File: config.mk
export PLATFORM = sky130hd
export DESIGN_NAME = exec_result_arbiter
export DESIGN_NICKNAME = d
export VERILOG_FILES = /design/src/rtl/exec_result_arbiter.sv
export SDC_FILE = /design/constraint.sdc
export NUM_CORES = 1
export LEC_CHECK = 0
export ABC_AREA = 0
export CORE_ASPECT_RATIO = 1.1
export CORE_MARGIN = 3
export CORE_UTILIZATION = 45
export CTS_CLUSTER_SIZE = 8
export DETAILED_ROUTE_END_ITERATION = 12
export DONT_BUFFER_PORTS = 1
export HOLD_SLACK_MARGIN = 0.03
export PLACE_DENSITY = 0.69
export SETUP_SLACK_MARGIN = 0.2
export SLEW_MARGIN = 20
export SYNTH_ARGS = -nofsm -noshare
export SYNTH_HDL_FRONTEND = slang
export SYNTH_SLANG_ARGS = --single-unit
File: constraint.sdc
create_clock -name clk_i -period 4.6 [get_ports clk_i]
set_input_delay 0.46 -clock clk_i [delete_from_list [all_inputs] [get_ports clk_i]]
set_output_delay 0.46 -clock clk_i [all_outputs]
set_load 0.005 [all_outputs]
File: src/rtl/exec_result_arbiter.sv
// exec_result_arbiter: merges results from NUM_UNITS execution units into one registered memory-stage channel.
//   clk_i, reset_n_i            clock, asynchronous active-low reset
//   flush_i                     synchronous flush: empties every lane and the output register
//   valid_i / execute*_i        per-unit result (tag, commands, value, flags) offered to its lane FIFO
//   canGo_o                     per-lane "has space" (registered count only, no path from ready_i)
//   valid_o / ready_i           output register valid and memory-stage consume handshake
//   *ToMem_o                    granted result fields
module exec_result_arbiter #(
    parameter int NUM_UNITS  = 4,
    parameter int ROBsize    = 32,
    parameter int ROBsizeLog = $clog2(ROBsize + 1),
    parameter int DATA_W     = 64,
    parameter int CMD_W      = 10,
    parameter int FLAG_W     = 4
) (
    input  logic                                  clk_i,
    input  logic                                  reset_n_i,
    input  logic                                  flush_i,
    input  logic [NUM_UNITS-1:0]                  valid_i,
    input  logic [NUM_UNITS-1:0][ROBsizeLog-1:0]  executeTag_i,
    input  logic [NUM_UNITS-1:0][CMD_W-1:0]       executeCommands_i,
    input  logic [NUM_UNITS-1:0][DATA_W-1:0]      executeVal_i,
    input  logic [NUM_UNITS-1:0][FLAG_W-1:0]      executeFlags_i,
    output logic [NUM_UNITS-1:0]                  canGo_o,
    output logic                                  valid_o,
    input  logic                                  ready_i,
    output logic [DATA_W-1:0]                     dataToMem_o,
    output logic [ROBsizeLog-1:0]                 tagToMem_o,
    output logic [CMD_W-1:0]                      commandsToMem_o,
    output logic [FLAG_W-1:0]                     flagsToMem_o
);
    localparam int E_W  = ROBsizeLog + CMD_W + DATA_W + FLAG_W;
    localparam int RR_W = NUM_UNITS > 1 ? $clog2(NUM_UNITS) : 1;

    logic [NUM_UNITS-1:0][1:0][E_W-1:0] mem_q, mem_d;
    logic [NUM_UNITS-1:0][1:0]          cnt_q, cnt_d;
    logic [NUM_UNITS-1:0]               rd_q, rd_d;
    logic [RR_W-1:0]                    rr_q, rr_d;
    logic                               valid_q, valid_d;
    logic [E_W-1:0]                     out_q, out_d;
    logic [NUM_UNITS-1:0]               push, pop;
    logic                               load, found;
    logic [RR_W-1:0]                    win;
    int                                 j;

    always_comb begin
        for (int i = 0; i < NUM_UNITS; i++)
            canGo_o[i] = cnt_q[i] != 2'd2;
    end

    // Round-robin search starting at rr; only lanes non-empty at the start of the cycle compete.
    always_comb begin
        found = 1'b0;
        win   = '0;
        j     = 0;
        for (int k = 0; k < NUM_UNITS; k++) begin
            j = int'(rr_q) + k;
            if (j >= NUM_UNITS) j = j - NUM_UNITS;
            if (!found && cnt_q[j] != 2'd0) begin
                found = 1'b1;
                win   = RR_W'(j);
            end
        end
    end

    always_comb begin
        load    = ~valid_q | ready_i;
        mem_d   = mem_q;
        cnt_d   = cnt_q;
        rd_d    = rd_q;
        rr_d    = rr_q;
        valid_d = valid_q;
        out_d   = out_q;
        push    = valid_i & canGo_o;
        pop     = '0;
        if (load) begin
            valid_d = found;
            if (found) begin
                pop[win] = 1'b1;
                out_d    = mem_q[win][rd_q[win]];
                rr_d     = win == RR_W'(NUM_UNITS - 1) ? '0 : win + 1'b1;
            end
        end
        for (int i = 0; i < NUM_UNITS; i++) begin
            cnt_d[i] = cnt_q[i] + {1'b0, push[i]} - {1'b0, pop[i]};
            rd_d[i]  = rd_q[i] ^ pop[i];
            // Write slot is head+count; a push only happens with count < 2, so count[0] suffices.
            if (push[i])
                mem_d[i][rd_q[i] ^ cnt_q[i][0]] = {executeTag_i[i], executeCommands_i[i],
                                                   executeVal_i[i], executeFlags_i[i]};
        end
        if (flush_i) begin
            cnt_d   = '0;
            rd_d    = '0;
            rr_d    = '0;
            valid_d = 1'b0;
        end
    end

    always_ff @(posedge clk_i or negedge reset_n_i) begin
        if (!reset_n_i) begin
            mem_q   <= '0;
            cnt_q   <= '0;
            rd_q    <= '0;
            rr_q    <= '0;
            valid_q <= 1'b0;
            out_q   <= '0;
        end else begin
            mem_q   <= mem_d;
            cnt_q   <= cnt_d;
            rd_q    <= rd_d;
            rr_q    <= rr_d;
            valid_q <= valid_d;
            out_q   <= out_d;
        end
    end

    assign valid_o = valid_q;
    assign {tagToMem_o, commandsToMem_o, dataToMem_o, flagsToMem_o} = out_q;
endmodule
==> summary.md, run 1 <==
| Metric | Value |
|---|---|
| Share of cells above drive strength 1 | `roughly a quarter` |
| Cts hold-fix bufs | `between 300 and 400` |
| Post-synthesis mux area share | `22.2%` |
| Die Y | `between 200 and 300 µm` |
| Crit Path Max Fanout | `771` |
| Pwr dens | `881 nW/µm²` |
| Routed wire length | `~100,000 µm` |
| Reg-to-Reg End | `out_q[66]` |
| Max H-tree Level | `3` |
| First-pass GRT wire length | `155,000 µm` |
| Crit path DAT | `about 3700 ps` |
| Maximum vdd drop | `just over 1 mV` |
| Vias | `25.3k` |
| I/O Buffers | `0` |
| Reg2reg setup slack | `around 1000 ps` |
| Die W | `between 200 and 300 µm` |
| Register area share after synthesis | `roughly 56%` |
| DRC | `0` |
| Area occupied by multi-input gates | `14,100 µm²` |
| Minimum hold slack | `-457 ps` |
| Clk Latency, worst-skew pair | `around 630 ps` |
| Clock sink count | `roughly 770` |
| CP Data Required Time | `~3800 ps` |
| Largest family of logic cells by synthesized area | `multiplexers` |
| Top FF cell, synth | `dfrtp_1` |
| Final period util | `between 90% and 100%` |
| Clk buf depth | `3` |
| CP Launch Type | `input pin` |
| Core area | `75,000 µm²` |
| Status | `finished with violations` |
| RSZ-0062 raised after global routing | `no` |
| Setup_tns | `0 ps` |
| Hold crit path type | `in2async` |
| Layout area overhead | `20.7%` |
| Setup Skew | `between 20 and 25 ps` |
| Initial core utilization | `45.7%` |
| FF+latch count, synth | `771` |
| Complex-gate fraction of the synthesized area | `between 10% and 20%` |
| Post_cts resized | `0` |
| Adder-cell share of the synthesized area | `less than 1%` |
| Reg-to-Reg Start | `rr_q[1]` |
| Synthesized Nets | `around 3.3k` |
| Largest net degree at the start of global routing | `roughly 770` |
| Final setup viols | `0` |
| Peak Freq | `approximately 220 MHz` |
| Synthesized area | `34,300 µm²` |
| Iteration count of the initial detailed-routing pass | `5` |
| Most frequent cells in the layout | `dfrtp_1 (771), mux2_2 (672), nand2_1 (508)` |
| Cell count after synthesis | `between 2k and 3k` |
| CTS root buffer | `clkbuf_16` |
| Die Area | `roughly 80,000 µm²` |
| Final non-filler cell total | `between 4k and 5k` |
| Detailed placement HPWL | `58,100 µm` |
| Worst Setup SP | `reset_n_i` |
| Failing checks | `negative hold slack, max-slew violations` |
| Register area | `between 15,000 and 20,000 µm²` |
| Vias per cell | `5.96` |
| XOR/XNOR share of the synthesized area | `less than 1%` |
| Warnings, synthesis | `0` |
| Async SR Flop Fraction | `100%` |
| Row count | `~110` |
| Post-synth cell types | `41` |
| I/O Pins | `about 430` |
| Vias in the first global route | `between 20k and 30k` |
| DR iter-0 viols | `between 2k and 2.5k` |
| Post-CTS setup buffer count | `0` |
| Syn avg cell area | `11.6 µm²` |
| EDFF count, synth | `0` |
| WL per Instance | `23.6 µm` |
| Simple-gate area share of the yosys netlist | `7.22%` |
| Max_slew headroom | `-327%` |
| Placer congestion estimate | `around 0.83` |
| CTS tree | `done` |
| CP Class | `in2async` |
| Global Route Usage Sum | `24.6%` |
| Critical path endpoint category | `async pin` |
| Final Hold Vio Count | `77` |
| R2r worst-path depth | `9` |
| Clock Pin Slew Worst Setup and Hold Paths | `approximately 50 ps` |
| Max-Cap Viols | `0` |
| Total gr overflow | `0` |
| # fillers | `roughly 6.0k` |
| Final #Nets | `around 3.6k` |
| Max Slew Vio Count | `slightly above 700` |
| Worst Max-Slew Pin Slew | `between 6000 and 7000 ps` |
| DP Cell Count | `approximately 3.8k` |
| Commonest non-fill, non-tap cell in the layout | `dfrtp_1` |
| Initial antenna violation count | `19` |
| Tmin final | `about 4500 ps` |
| CTS buffer count | `around 110` |
| ANT nets after route | `0` |
| Leakage | `17.4 nW` |
-- synth_stat cells, types with 6 or more instances --
master	n	area share, %
ha_1	12	0.44
mux2i_1	6	0.18
xnor2_1	11	0.28
o21ai_0	84	1.2
a221o_1	84	2.5
mux2_2	672	22
nor2_1	100	1.1
a31oi_1	84	1.5
buf_1	13	0.14
nand2_1	509	5.6
a21oi_1	338	4.9
dfrtp_1	771	56
buf_6	6	0.20
clkbuf_1	161	1.8
buf_2	44	0.64
-- cells by family (layout without fill, tap and decap cells) --
group | after synthesis | count (layout)
other cells | 0 | 17
simple gates | 640 | 640
fa+ha+maj | 13 | 13
mux | 678 | 678
xor+xnor | 16 | 16
compound gates | 603 | 603
flops | 771 | 771
buf+inv | 233 | 494
-- worst max path at each step --
stage	end	slack [ps]	depth (start not counted)
floorplan	cnt_q[3]	1640	16
global placement	out_q[59]	1320	9
detailed placement	out_q[59]	1160	9
CTS	out_q[11]	1140	9
global route	out_q[66]	800	9
finish	mem_q[330]	90	0
-- flip-flops by register name, indices dropped and copies added (netlist names) --
| name | flops |
|---|---|
| out_q | 84 |
| rr_q | 2 |
| cnt_q | 8 |
| mem_q | 672 |
| rd_q | 4 |
| valid_o | 1 |
-- layer usage --
layer	up-vias	share of wire [%]	GRT usage [%]
met4	8	2.8	8.86
met3	259	7.9	5.88
li1	10900	-	-
met1	13000	39	30.1
met2	1196	50	42.8
met5	-	0.046	0
-- power by group --
| group | switching, mW | total (mW) | internal, mW |
|---|---|---|---|
| clock | 2.82 | 6.97 | 4.15 |
| sequential | 2.15 | 12.6 | 10.4 |
| combinational | 9.66 | 16.9 | 7.27 |
| total | 14.6 | 36.5 | 21.8 |
-- final cells by class --
cell class                      instances  area share, %
Antenna cell                           17          0.103
Clock buffer                          112           6.59
Clock inverter                          8          0.390
Inverter                                6         0.0907
Multi-Input combinational cell       1950           34.0
Sequential cell                       771           46.6
Tap cell                             1016           3.07
Timing Repair Buffer                  368           9.11
-- worst reg2reg max path, delay by kind of cell, from the launching register on --
| family | cells | cell delay [ps] |
|---|---|---|
| compound gates | 5 | 1460 |
| buf+inv | 2 | 830 |
| flops | 1 | 560 |
| simple gates | 1 | 350 |
| mux | 1 | 300 |
-- metrics by stage --
stage | worst slack, ps | hold slack [ps] | cell area, µm² | utilization, % | power (mW)
floorplan | 1640 | 164 | 34300 | - | 24.5
global placement | 1320 | 200 | 35100 | 46.8 | 28.1
detailed placement | 1160 | 194 | 35100 | 46.8 | 28.9
CTS | 1140 | -509 | 41400 | 55.1 | 36.3
global route | 804 | -512 | 41400 | 55.2 | 38.6
finish | 90.5 | -457 | 41400 | 55.2 | 36.5
(Power assumes the default switching activity.)
==> run 2: changes to the inputs <==
==> constraint.sdc (replaced) <==
create_clock -name clk_i -period 4.6 [get_ports clk_i]
set_input_delay 0.69 -clock clk_i [delete_from_list [all_inputs] [get_ports clk_i]]
set_output_delay 0.69 -clock clk_i [all_outputs]
set_load 0.005 [all_outputs]
==> summary.md, run 2 (synthesized netlist as in run 1, its figures left out) <==
| Metric | Value |
|---|---|
| Max Slew Vio Count | `0` |
| Uppermost layer routed | `met5` |
| Largest registers | `mem_q x672, out_q x84, cnt_q x8` |
| Vias | `about 24k` |
| Slowest-stage cell, CP | `dfrtp_1` |
| Post-CTS setup buffer count | `0` |
| Die Y | `295 µm` |
| Max_slew headroom | `30.7%` |
| Total gr overflow | `0` |
| Detailed placement HPWL | `58,100 µm` |
| Iteration count of the initial detailed-routing pass | `5` |
| Leakage | `approximately 16 nW` |
| CP Launch Type | `flop` |
| Minimum hold slack | `28.7 ps` |
| Initial core utilization | `a little under half` |
| Pint | `~22 mW` |
| Layout area overhead | `11.2%` |
| Global Route Usage Sum | `23.7%` |
| Post_cts resized | `0` |
| Peak Freq | `280 MHz` |
| Clk Latency, worst-skew pair | `630 ps` |
| Vias per cell | `around 6` |
| Initial antenna violation count | `8` |
| Clock Pin Slew Worst Setup and Hold Paths | `about 50 ps` |
| Most frequent cells in the layout | `dfrtp_1 (771), mux2_2 (672), nand2_1 (508)` |
| Combinational power share | `approximately 46%` |
| Vias in the first global route | `24.8k` |
| Maximum vdd drop | `around 1 mV` |
| Hold crit path type | `in2async` |
| CP Data Required Time | `a little over 5000 ps` |
| Final #Nets | `between 3k and 4k` |
| CTS tree | `done` |
| Setup Skew | `21.7 ps` |
| Clock sink count | `around 770` |
| Clk buf depth | `3` |
| Routed wire length | `between 90,000 and 100,000 µm` |
| CP Class | `reg2reg` |
| WL per Instance | `around 25 µm` |
| Pwr dens | `~950 nW/µm²` |
| Core area | `between 70,000 and 80,000 µm²` |
| ANT nets after route | `0` |
| Crit Path Max Fanout | `120` |
| Status | `complete, no violations` |
| Largest stage delay on the critical path | `approximately 570 ps` |
| Reg-to-Reg Start | `rr_q[1]` |
| Worst Setup SP | `rr_q[1]` |
| Largest net degree at the start of global routing | `772` |
| Reg power frac | `a little over a third` |
| CTS buffer count | `~110` |
| Placer congestion estimate | `between 0.8 and 0.9` |
| Max-Cap Viols | `0` |
| Crit path DAT | `roughly 4100 ps` |
| Die Area | `79,500 µm²` |
| Clock network power share | `19.3%` |
| Max reg flops | `672` |
| First-pass GRT wire length | `148,000 µm` |
| RSZ-0062 raised after global routing | `no` |
| CP top delay family | `compound AO/OA/AOI/OAI gates` |
| I/O Buffers | `0` |
| Met1 wire length | `around 37,000 µm` |
| Commonest non-fill, non-tap cell in the layout | `dfrtp_1` |
| Switching power | `~14 mW` |
| Critical path endpoint category | `flop` |
| Crit path cell chain | `mux2i_1, a32oi_2, o221ai_2, nand2_4, inv_8, buf_12, a21oi_1, a221o_1, a31oi_1` |
| DRC | `0` |
| Tmin final | `roughly 3600 ps` |
| Met2 WL | `about 48,000 µm` |
| Routed length on met3 | `9240 µm` |
| Worst Max-Slew Pin Slew | `1040 ps` |
| Final period util | `about 78%` |
| Top reg by flops | `mem_q` |
| CP bufs+invs | `2` |
| CTS root buffer | `clkbuf_16` |
| Final Hold Vio Count | `0` |
| Share of cells above drive strength 1 | `29.3%` |
| # fillers | `approximately 6.4k` |
| Die W | `about 270 µm` |
| Final setup viols | `0` |
| DR iter-0 viols | `about 1.9k` |
| Row count | `between 100 and 150` |
| Switch share | `40.0%` |
| Setup_tns | `0 ps` |
| Max H-tree Level | `3` |
| I/O Pins | `about 430` |
[run 2: final cells by class]
type | instances | area [µm²] | share of cell area [%]
inverters | 6 | 37.5 | 0.0985
well taps | 1016 | 1270 | 3.33
multi-input cells | 1950 | 14100 | 37.0
diodes | 6 | 15.0 | 0.0394
clock buffers | 112 | 2730 | 7.16
clock inverters | 8 | 161 | 0.423
repair buffers | 35 | 526 | 1.38
flip-flops and latches | 771 | 19300 | 50.6
[run 2: final timing paths]
path	endpoint	slack [ps]	cells after the start
worst max-delay path	out_q[29]	1030	9
worst min-delay path	mem_q[256]	30	1
worst max register to register	out_q[29]	1030	9
worst min register to register	mem_q[603]	500	1
max in group asynchronous	mem_q[657]	2430	3
min in group clk_i	valid_o	120	1
[run 2: metrics by stage]
step                std cells  area, µm²  total power, mW  worst slack [ps]  utilization (%)
finish                   3904      38100             36.0              1030             50.8
global route             3902      38100             38.3               803             50.8
CTS                      3893      38000             36.0              1140             50.6
detailed placement       3773      35100             28.9              1160             46.8
global placement         3773      35100             28.1              1320             46.8
floorplan                2954      34300             24.5              1640                -
[run 2: power groups by stage]
stage	Sequential [mW]	Combinational, mW	Clock, mW
after global routing	12.9	18.1	7.37
after floorplan	11.7	12.8	0
after detailed placement	12.5	16.3	0
after global placement	12.3	15.7	0
final	12.5	16.6	6.95
after CTS	12.5	16.4	7.09
[run 2: worst register-to-register path: cells and delay by family (launching register included)]
family                 cells  cell delay (ps)
AO/OA/AOI/OAI              5             1450
buffers and inverters      2              830
flip-flops                 1              570
AND/OR/NAND/NOR            1              350
multiplexers               1              300
[run 2: layer usage]
layer | global-route usage, % | vias up
li1 | - | 10200
met1 | 28.1 | 12200
met2 | 40.9 | 955
met3 | 7.95 | 208
met4 | 7.40 | 4
met5 | 0 | -
